--- config.mk ---
export PLATFORM = sky130hd
export DESIGN_NAME = chunked_subtractor
export DESIGN_NICKNAME = d
export VERILOG_FILES = /design/src/rtl/subtractor_pkg.sv /design/src/rtl/subtract_slice.sv /design/src/rtl/chunked_subtractor.sv
export SDC_FILE = /design/constraint.sdc
export NUM_CORES = 1
export LEC_CHECK = 0
export CORE_ASPECT_RATIO = 1.4
export CORE_MARGIN = 2
export CORE_UTILIZATION = 52
export CTS_CLUSTER_SIZE = 25
export DETAILED_ROUTE_END_ITERATION = 6
export PLACE_DENSITY = 0.81
export SLEW_MARGIN = 20
export SYNTH_ARGS = -nofsm -noshare
export SYNTH_HDL_FRONTEND = slang
export SYNTH_HIERARCHICAL = 1
export SYNTH_SLANG_ARGS = --single-unit
--- constraint.sdc ---
create_clock -name clk -period 4.41 [get_ports clk]
set_input_delay 0.882 -clock clk [delete_from_list [all_inputs] [get_ports clk]]
set_output_delay 0.882 -clock clk [all_outputs]
set_load 0.05 [all_outputs]
--- src/rtl/subtractor_pkg.sv ---
// Shared definitions for the chunked subtractor: FSM state encoding and
// helpers that derive/validate the slice count from WIDTH and CHUNK.
package subtractor_pkg;

  typedef enum logic [1:0] {
    IDLE = 2'd0,
    BUSY = 2'd1,
    DONE = 2'd2
  } state_t;

  function automatic int nchunk(input int width, input int chunk);
    return width / chunk;
  endfunction

  function automatic bit width_ok(input int width, input int chunk);
    return (chunk > 32'sd0) && (width > 32'sd0) && ((width % chunk) == 32'sd0);
  endfunction

endpackage

--- src/rtl/subtract_slice.sv ---
// Combinational CHUNK-bit ripple of full-subtractor bits. Also exposes the
// borrow entering the slice MSB so the caller can derive signed overflow.
module subtract_slice #(
  parameter int CHUNK = 8
) (
  input  logic [CHUNK-1:0] a,
  input  logic [CHUNK-1:0] b,
  input  logic             borrow_in,
  output logic [CHUNK-1:0] difference,
  output logic             borrow_out,
  output logic             borrow_msb
);

  logic [CHUNK:0] chain_s;

  // Bit-serial borrow ripple through the slice
  always_comb begin
    chain_s    = '0;
    difference = '0;
    chain_s[0] = borrow_in;
    for (int i = 0; i < CHUNK; i++) begin
      difference[i] = a[i] ^ b[i] ^ chain_s[i];
      chain_s[i+1]  = (~a[i] & b[i]) | (~(a[i] ^ b[i]) & chain_s[i]);
    end
  end

  assign borrow_out = chain_s[CHUNK];
  assign borrow_msb = chain_s[CHUNK-1];

endmodule

--- src/rtl/chunked_subtractor.sv ---
// Sequential a - b - borrow_in over WIDTH bits, one CHUNK-bit slice per clock,
// LSB slice first. Signed overflow output enabled by CHUNKED_SUBTRACTOR_OVERFLOW_EN.
module chunked_subtractor
  import subtractor_pkg::*;
#(
  parameter int WIDTH = 32,
  parameter int CHUNK = 8
) (
  input  logic             clk,
  input  logic             rst_n,
  input  logic             in_valid,
  output logic             in_ready,
  input  logic [WIDTH-1:0] a,
  input  logic [WIDTH-1:0] b,
  input  logic             borrow_in,
  output logic             out_valid,
  input  logic             out_ready,
  output logic [WIDTH-1:0] difference,
  output logic             borrow,
  output logic             overflow
);

  localparam int NCHUNK = nchunk(WIDTH, CHUNK);
  localparam int IDX_W  = (NCHUNK > 1) ? $clog2(NCHUNK) : 1;
  localparam logic [IDX_W-1:0] LAST_IDX = IDX_W'(NCHUNK - 1);

  if (!width_ok(WIDTH, CHUNK)) begin : g_param_check
    $error("chunked_subtractor: WIDTH must be a positive multiple of CHUNK");
  end

  state_t           state_r;
  logic [WIDTH-1:0] a_r;
  logic [WIDTH-1:0] b_r;
  logic             bcur_r;
  logic [IDX_W-1:0] idx_r;
  logic [WIDTH-1:0] diff_r;
  logic             borrow_r;
  logic             out_valid_r;

  logic [CHUNK-1:0] slice_diff_s;
  logic             slice_bout_s;
  logic             slice_bmsb_s;

  // Operands are shifted down each BUSY cycle, so the active slice is always the low CHUNK bits
  subtract_slice #(
    .CHUNK(CHUNK)
  ) u_slice (
    .a          (a_r[CHUNK-1:0]),
    .b          (b_r[CHUNK-1:0]),
    .borrow_in  (bcur_r),
    .difference (slice_diff_s),
    .borrow_out (slice_bout_s),
    .borrow_msb (slice_bmsb_s)
  );

`ifdef CHUNKED_SUBTRACTOR_OVERFLOW_EN
  logic overflow_r;
  assign overflow = overflow_r;
`else
  logic unused_slice_bmsb;
  assign unused_slice_bmsb = slice_bmsb_s;
  assign overflow          = 1'b0;
`endif

  // Control FSM with operand capture, per-slice result write and registered outputs
  always_ff @(posedge clk or negedge rst_n) begin
    if (!rst_n) begin
      state_r     <= IDLE;
      a_r         <= '0;
      b_r         <= '0;
      bcur_r      <= 1'b0;
      idx_r       <= '0;
      diff_r      <= '0;
      borrow_r    <= 1'b0;
      out_valid_r <= 1'b0;
`ifdef CHUNKED_SUBTRACTOR_OVERFLOW_EN
      overflow_r  <= 1'b0;
`endif
    end else begin
      case (state_r)
        IDLE: begin
          if (in_valid) begin
            a_r     <= a;
            b_r     <= b;
            bcur_r  <= borrow_in;
            idx_r   <= '0;
            state_r <= BUSY;
          end else begin
            state_r <= IDLE;
          end
        end
        BUSY: begin
          diff_r[int'(idx_r)*CHUNK +: CHUNK] <= slice_diff_s;
          bcur_r <= slice_bout_s;
          a_r    <= a_r >> CHUNK;
          b_r    <= b_r >> CHUNK;
          if (idx_r == LAST_IDX) begin
            idx_r       <= '0;
            borrow_r    <= slice_bout_s;
            out_valid_r <= 1'b1;
            state_r     <= DONE;
`ifdef CHUNKED_SUBTRACTOR_OVERFLOW_EN
            overflow_r  <= slice_bmsb_s ^ slice_bout_s;
`endif
          end else begin
            idx_r <= idx_r + IDX_W'(1);
          end
        end
        DONE: begin
          if (out_ready) begin
            out_valid_r <= 1'b0;
            state_r     <= IDLE;
          end else begin
            state_r <= DONE;
          end
        end
        default: begin
          out_valid_r <= 1'b0;
          state_r     <= IDLE;
        end
      endcase
    end
  end

  assign in_ready   = (state_r == IDLE);
  assign out_valid  = out_valid_r;
  assign difference = diff_r;
  assign borrow     = borrow_r;

endmodule

Word-level counts from Yosys, hierarchy flattened
Index checks and enable logic that the tools add are counted.

$add $sub $neg: 2. Eq/ne operators: 6. Shift operators: 2. Muxes and demuxes: 17. Bitwise operators: 57. Reduce and logical (&&, ||, !) cells: 5.

Operator list (number): $pmux W32 S2 (2); $mux W32 (2); $neg A5 Y33 (1); $shift A8 B33 Y32 const A (1); $shiftx A8 B33 Y32 (1); $bwmux W32 (1); $not A1 Y1 (17); $and A1 B1 Y1 (16); $xor A1 B1 Y1 (16); $mux W2 (4); $or A1 B1 Y1 (8); $ne A2 B2 Y1 const B (3); $pmux W2 S3 (1); $eq A2 B2 Y1 const B (2); $mux W1 (4); $pmux W2 S2 (1); $reduce_and A2 Y1 (2); $pmux W1 S3 (1); $reduce_and A3 Y1 (1); $add A2 B1 Y2 const B (1); $eq A2 B1 Y1 const B (1); $logic_not A2 Y1 (1); $pmux W1 S2 (1); $reduce_bool A2 Y1 (1).

Register bits after elaboration: 103. Input port bits: 69. Output and inout bits: 36. Word-level logic and storage cells: 97.

Logic depth before layout (Yosys ltp)
Gate-level depths: netlist (run 1).

Depth in word-level cells: 19. Mapped depth: 14. Gate-level depth less buffers: 14.

Hierarchy
The synthesis (run 1) kept the hierarchy.

Modules (own cells, without submodules): chunked_subtractor (times used 1, cells each 492, area an instance 4849.7 um2, sequential area each 2577.5 um2); subtract_slice (times used 1, cells each 26, area an instance 227.7 um2, sequential area each 0.0 um2).

Worst setup path before layout (run 1)
Ideal clock, no wire load.

Kind: reg-to-reg. Start: register b_r[0]. End: register diff_r[15] (netlist: difference[15]). Setup time: 136 ps. Data arrival time: 3541 ps. Required time: 4274 ps. Setup slack: 733 ps. Cell stages (with the launch flop): 14. Buffers on the path: 0. Period minus slack after synthesis: 3677 ps. Cell sequence: dfrtp_1 > inv_1 > fa_1 > inv_1 > fa_1 > fa_1 > fa_1 > fa_1 > fa_1 > fa_1 > inv_1 > fa_1 > nand3_1 > o21ai_0.

Longest elaborated chain between the ends: 19. Elaborated cells on any way between the ends: 27. Those cells by class: 1 x shift; 1 x mux; 25 x bitwise.

RTL lines: start, declared (RTL line chunked_subtractor.sv:33) `logic [WIDTH-1:0] b_r;`; start signal, assigned (RTL line chunked_subtractor.sv:96) `b_r <= b_r >> CHUNK;`; $xor A1 B1 Y1 (RTL line subtract_slice.sv:23) `chain_s[i+1] = (~a[i] & b[i]) | (~(a[i] ^ b[i]) & chain_s[i]);`; $not A1 Y1 (RTL line subtract_slice.sv:23); $and A1 B1 Y1 (RTL line subtract_slice.sv:23); $or A1 B1 Y1 * (RTL line subtract_slice.sv:23); $and A1 B1 Y1 * (RTL line subtract_slice.sv:23); $or A1 B1 Y1 * (RTL line subtract_slice.sv:23); $and A1 B1 Y1 * (RTL line subtract_slice.sv:23); $or A1 B1 Y1 * (RTL line subtract_slice.sv:23); [5 not listed]; $or A1 B1 Y1 * (RTL line subtract_slice.sv:23); $and A1 B1 Y1 * (RTL line subtract_slice.sv:23); $or A1 B1 Y1 * (RTL line subtract_slice.sv:23); via slice_bmsb_s (RTL line chunked_subtractor.sv:42) `logic slice_bmsb_s;`; $xor A1 B1 Y1 * (RTL line subtract_slice.sv:22) `difference[i] = a[i] ^ b[i] ^ chain_s[i];`; via slice_diff_s[7] (RTL line chunked_subtractor.sv:40) `logic [CHUNK-1:0] slice_diff_s;`; $shiftx A8 B33 Y32 * (RTL line chunked_subtractor.sv:93) `diff_r[int'(idx_r)*CHUNK +: CHUNK] <= slice_diff_s;`; $bwmux W32 * (RTL line chunked_subtractor.sv:93); end signal, assigned by index (RTL line chunked_subtractor.sv:93); end, declared (RTL line chunked_subtractor.sv:36) `logic [WIDTH-1:0] diff_r;`.

Mark *: on every way through the listed nets, which the timed path passes. The rest lies on a longest branch. A chain may end at the register's enable or synchronous reset.

Worst setup path after layout (run 1)
Ends and elaborated chain as after synthesis.

==> results by stage, run 1 <==
Outcome:
- The run finished with clean final reports.

Placement:
- At the end of routability-driven placement, the weighted congestion stood at 0.839.
- The count of buffers added on input and output ports is 103.
- The half-perimeter wire length after detailed placement is 8280 um.
- The post-place setup slack is 0.491 ns.

Critical path:
- The type of the worst setup path is flop to flop.
- The end of the critical path is difference[15].
- The cell count of the worst reg-to-reg path is 13.
- The largest fanout on the critical path is 4.
- The timing startpoint of the critical path is b_r[0].
- For the worst setup path, the data required time is 4.62 ns.
- The endpoint of the lowest-slack register-to-register path is difference[15].
- The register-to-register setup slack is 0.45 ns.
- STA classifies the critical path endpoint as a flop.
- STA classifies the critical path startpoint as a flop.
- The reg-to-reg startpoint is b_r[0].
- Data on the critical path arrives at its endpoint at 4.16 ns.

Timing:
- The transition time at the pin with the least slew margin is 1.02 ns.
- The worst path meets setup with approximately 0.45 ns of slack.
- Setup repair after global routing left no endpoint under its margin.
- The setup skew after layout is 0.00441 ns.
- Setup violations remaining at the end of the flow were counted as 0.
- In the finished design, the share of the clock period the worst path needs comes to 89.7%.
- Measured against its own limit, the worst slew margin works out to about a third.
- For the final routed database, the setup TNS stands at 0 ns.
- The final number of hold-violating endpoints is 0.
- The number of max-slew violations in the final report was 0.
- The fmax is 253 MHz.
- Subtracting the final worst setup slack from the clock period gives 3.96 ns.

Logic synthesis:
- For this run, the number of Yosys warnings is 6.
- Yosys mapped the design onto 35 distinct sky130hd cell types.
- The post-synthesis net count is approximately 600.
- The commonest cells after synthesis are dfrtp_1 (103), nand2_1 (61), o22ai_1 (49).
- By area the synthesized netlist is led by dfrtp_1 (51%), o22ai_1 (6.0%), o32ai_1 (5.7%).
- The largest total area in the synthesized netlist belongs to dfrtp_1.
- After technology mapping, the gate count stands at between 500 and 600.
- The flip-flop and latch count after synthesis is between 100 and 150.
- In the synthesized netlist the async set-or-reset flop fraction comes to 100%.
- In this run the mean area of a mapped cell was 9.80 sq um.
- The post-synth design cell area is 5080 sq um.
- The number of flops mapped to enable cells by yosys is 0.
- Of the synthesized area, sequential elements account for between 50% and 60%.
- The area fraction of the dominant cell type after synthesis is approximately half.
- The leading cell type by number of instances after synthesis is dfrtp_1.
- The most instantiated flip-flop cell in the synthesis netlist is dfrtp_1.

GRT:
- The pin count of the biggest net entering global routing is 77.
- The first global-routing pass estimated ~19000 um of wire.
- The total congestion overflow after global routing is 0.
- The number of global-route vias before repair is 3925.
- The global-route usage over all layers is 23.6%.
- The initial antenna violation count is 0.

Floorplan:
- In this run the standard cell core region covers between 9000 and 10000 sq um.
- The floorplan step defined a die boundary enclosing approximately 11000 sq um.
- The die span in x is a little under 90 um.
- The floorplan row count is 42.
- The initial cell density of the core is ~54%.
- roughly 110 I/O pins were placed.
- The overall die height is 121 um.

Clocking:
- For this design, the CTS-stage hold fixing added 0 buffers.
- Clock latency on the worst-skew pair, taken at its later pin, is approximately 0.34 ns.
- TritonCTS built the clock tree.
- The H-tree depth is 3.
- The tree is rooted in a clkbuf_16.
- The longest clock path from root to sink contains 2 buffers.
- Gates resized during post-CTS repair numbered 0.
- The clock input transition at the sequential cells of the worst setup and hold paths is 0.07 ns.
- The clock sink count is 103.
- The post-CTS setup buffer count is 0.
- The number of buffers added by the clock tree synthesis step is 9.

Drt:
- After detailed routing, the number of remaining DRC violations is 0.
- In the routed layout, each cell is associated on average with a via count of 5.83.
- The average detailed-routed wire length per instance is 16.9 um.
- The first-pass iteration count of the detailed router is 7.
- The detailed router finished its first iteration with between 200 and 300 violations.
- In this run the remaining antenna-violating nets after routing total 0.
- The via count is 4121.
- The routed design has 12000 um of wire.

Job:
- The number of maximum-capacitance violations is 0.

Pwr:
- Power spread over the standard cell area amounts to about 840 nW/um^2.
- The maximum ir drop on the vdd rail is 0.000433 V.
- Summed over all cells, the static leakage comes to 2.59 nW.
- The design draws 5.27 mW.

Final layout:
- The fraction of final layout cells with drive strength greater than 1 is 9.88%.
- Compared with the post-synthesis result, the final layout area differs by 24.1%.
- Counting the fill cells in the layout gives 780.
- The number of nets in the layout is 675.
- The number of antenna diodes in the final layout is 0.

Worst hold path:
- The tightest min-delay check is of the flop to flop type.
- The launch instance of the worst min-delay path is difference[2].
-- kinds of logic (layout without fill, tap and decap cells) --
family / after synthesis / in the layout / synth area share, %
buffers and inverters: 82 / 161 / 7.86
other: 1 / 1 / 0.0739
DFF: 103 / 103 / 50.8
muxes: 1 / 1 / 0.222
adders and majority gates: 14 / 14 / 4.63
and+or+nand+nor: 181 / 181 / 18.0
AOI/OAI and AO/OA: 136 / 136 / 18.4
-- area by class of cell --
class                   instances  area, sq um  share of cell area [%]
clock inverters                 3         17.5                   0.278
flip-flops and latches        103         2580                    40.9
well taps                     110          138                    2.18
repair buffers                107         1060                    16.8
inverters                      38          143                    2.26
clock buffers                  13          260                    4.13
multi-input cells             333         2110                    33.4
-- power breakdown --
| group | internal (mW) | switching (mW) | total [mW] | leakage (nW) |
|---|---|---|---|---|
| clock | 0.412 | 0.335 | 0.747 | 0.136 |
| sequential | 1.40 | 0.428 | 1.83 | 1.29 |
| combinational | 0.948 | 1.75 | 2.69 | 1.17 |
-- layout by cell type (no fill, tap or decap), types with 2 or more instances in the layout --
master             n
dfrtp_1          102
clkdlybuf4s50_1  102
nand2_1           61
o22ai_1           49
nor3_1            48
inv_1             37
nor2_1            35
o32ai_1           33
o21ai_0           31
o21ai_2           17
nand3_2           13
nand3_1           10
clkbuf_16          9
fa_1               8
ha_1               6
buf_4              5
nand3b_1           4
o21ai_1            3
nand2b_2           2
o31ai_1            2
clkbuf_1           2
clkbuf_8           2
clkinv_2           2
-- critical path: stages, from the launching register on --
cell and delay [ns]:
dfrtp_1 0.39, inv_1 0.09, fa_1 0.17, inv_1 0.06, fa_1 0.41, fa_1 0.40
fa_1 0.41, fa_1 0.41, fa_1 0.40, fa_1 0.37, inv_1 0.07, fa_1 0.46
nand3_1 0.11, o21ai_0 0.07
-- per-layer routing --
metal	up-vias	track usage, %	part of all wire (%)
met3	29	2.86	4.0
met1	1962	31.3	41
met5	-	0	0
met4	0	11.6	3.7
met2	141	38.0	51
li1	1989	-	-
-- flip-flops by register name, indices dropped and copies added, names as in the netlist --
name / count
bcur_r: 1
state_r: 2
idx_r: 2
a_r: 32
b_r: 32
out_valid: 1
borrow: 1
difference: 32
-- metrics by stage --
stage               utilization (%)  hold slack, ns  instance area (sq um)  std cells
CTS                            66.6           0.485                   6300        707
floorplan                         -           0.476                   5080        518
global route                   66.6           0.499                   6300        707
detailed placement             63.7           0.471                   6020        691
global placement               63.7           0.460                   6020        691
finish                         66.6           0.479                   6300        707
-- worst min-delay path by stage --
stage                    endpoint  slack (ns)  cells past startpoint
floorplan                 a_r[29]        0.48                      2
global placement    difference[4]        0.46                      2
detailed placement  difference[3]        0.47                      2
CTS                 difference[4]        0.49                      2
global route        difference[3]        0.50                      2
finish              difference[2]        0.48                      2
(Power assumes the default switching activity.)
==> run 2, diff against run 1 <==
--- a/config.mk
+++ b/config.mk
@@ -11,6 +11,7 @@
 export CTS_CLUSTER_SIZE = 25
 export DETAILED_ROUTE_END_ITERATION = 6
 export PLACE_DENSITY = 0.81
+export SKIP_CTS_REPAIR_TIMING = 1
 export SLEW_MARGIN = 20
 export SYNTH_ARGS = -nofsm -noshare
 export SYNTH_HDL_FRONTEND = slang
==> results of run 2 <==
No change in the layout: final DEF, timing and power equal those of run 1.
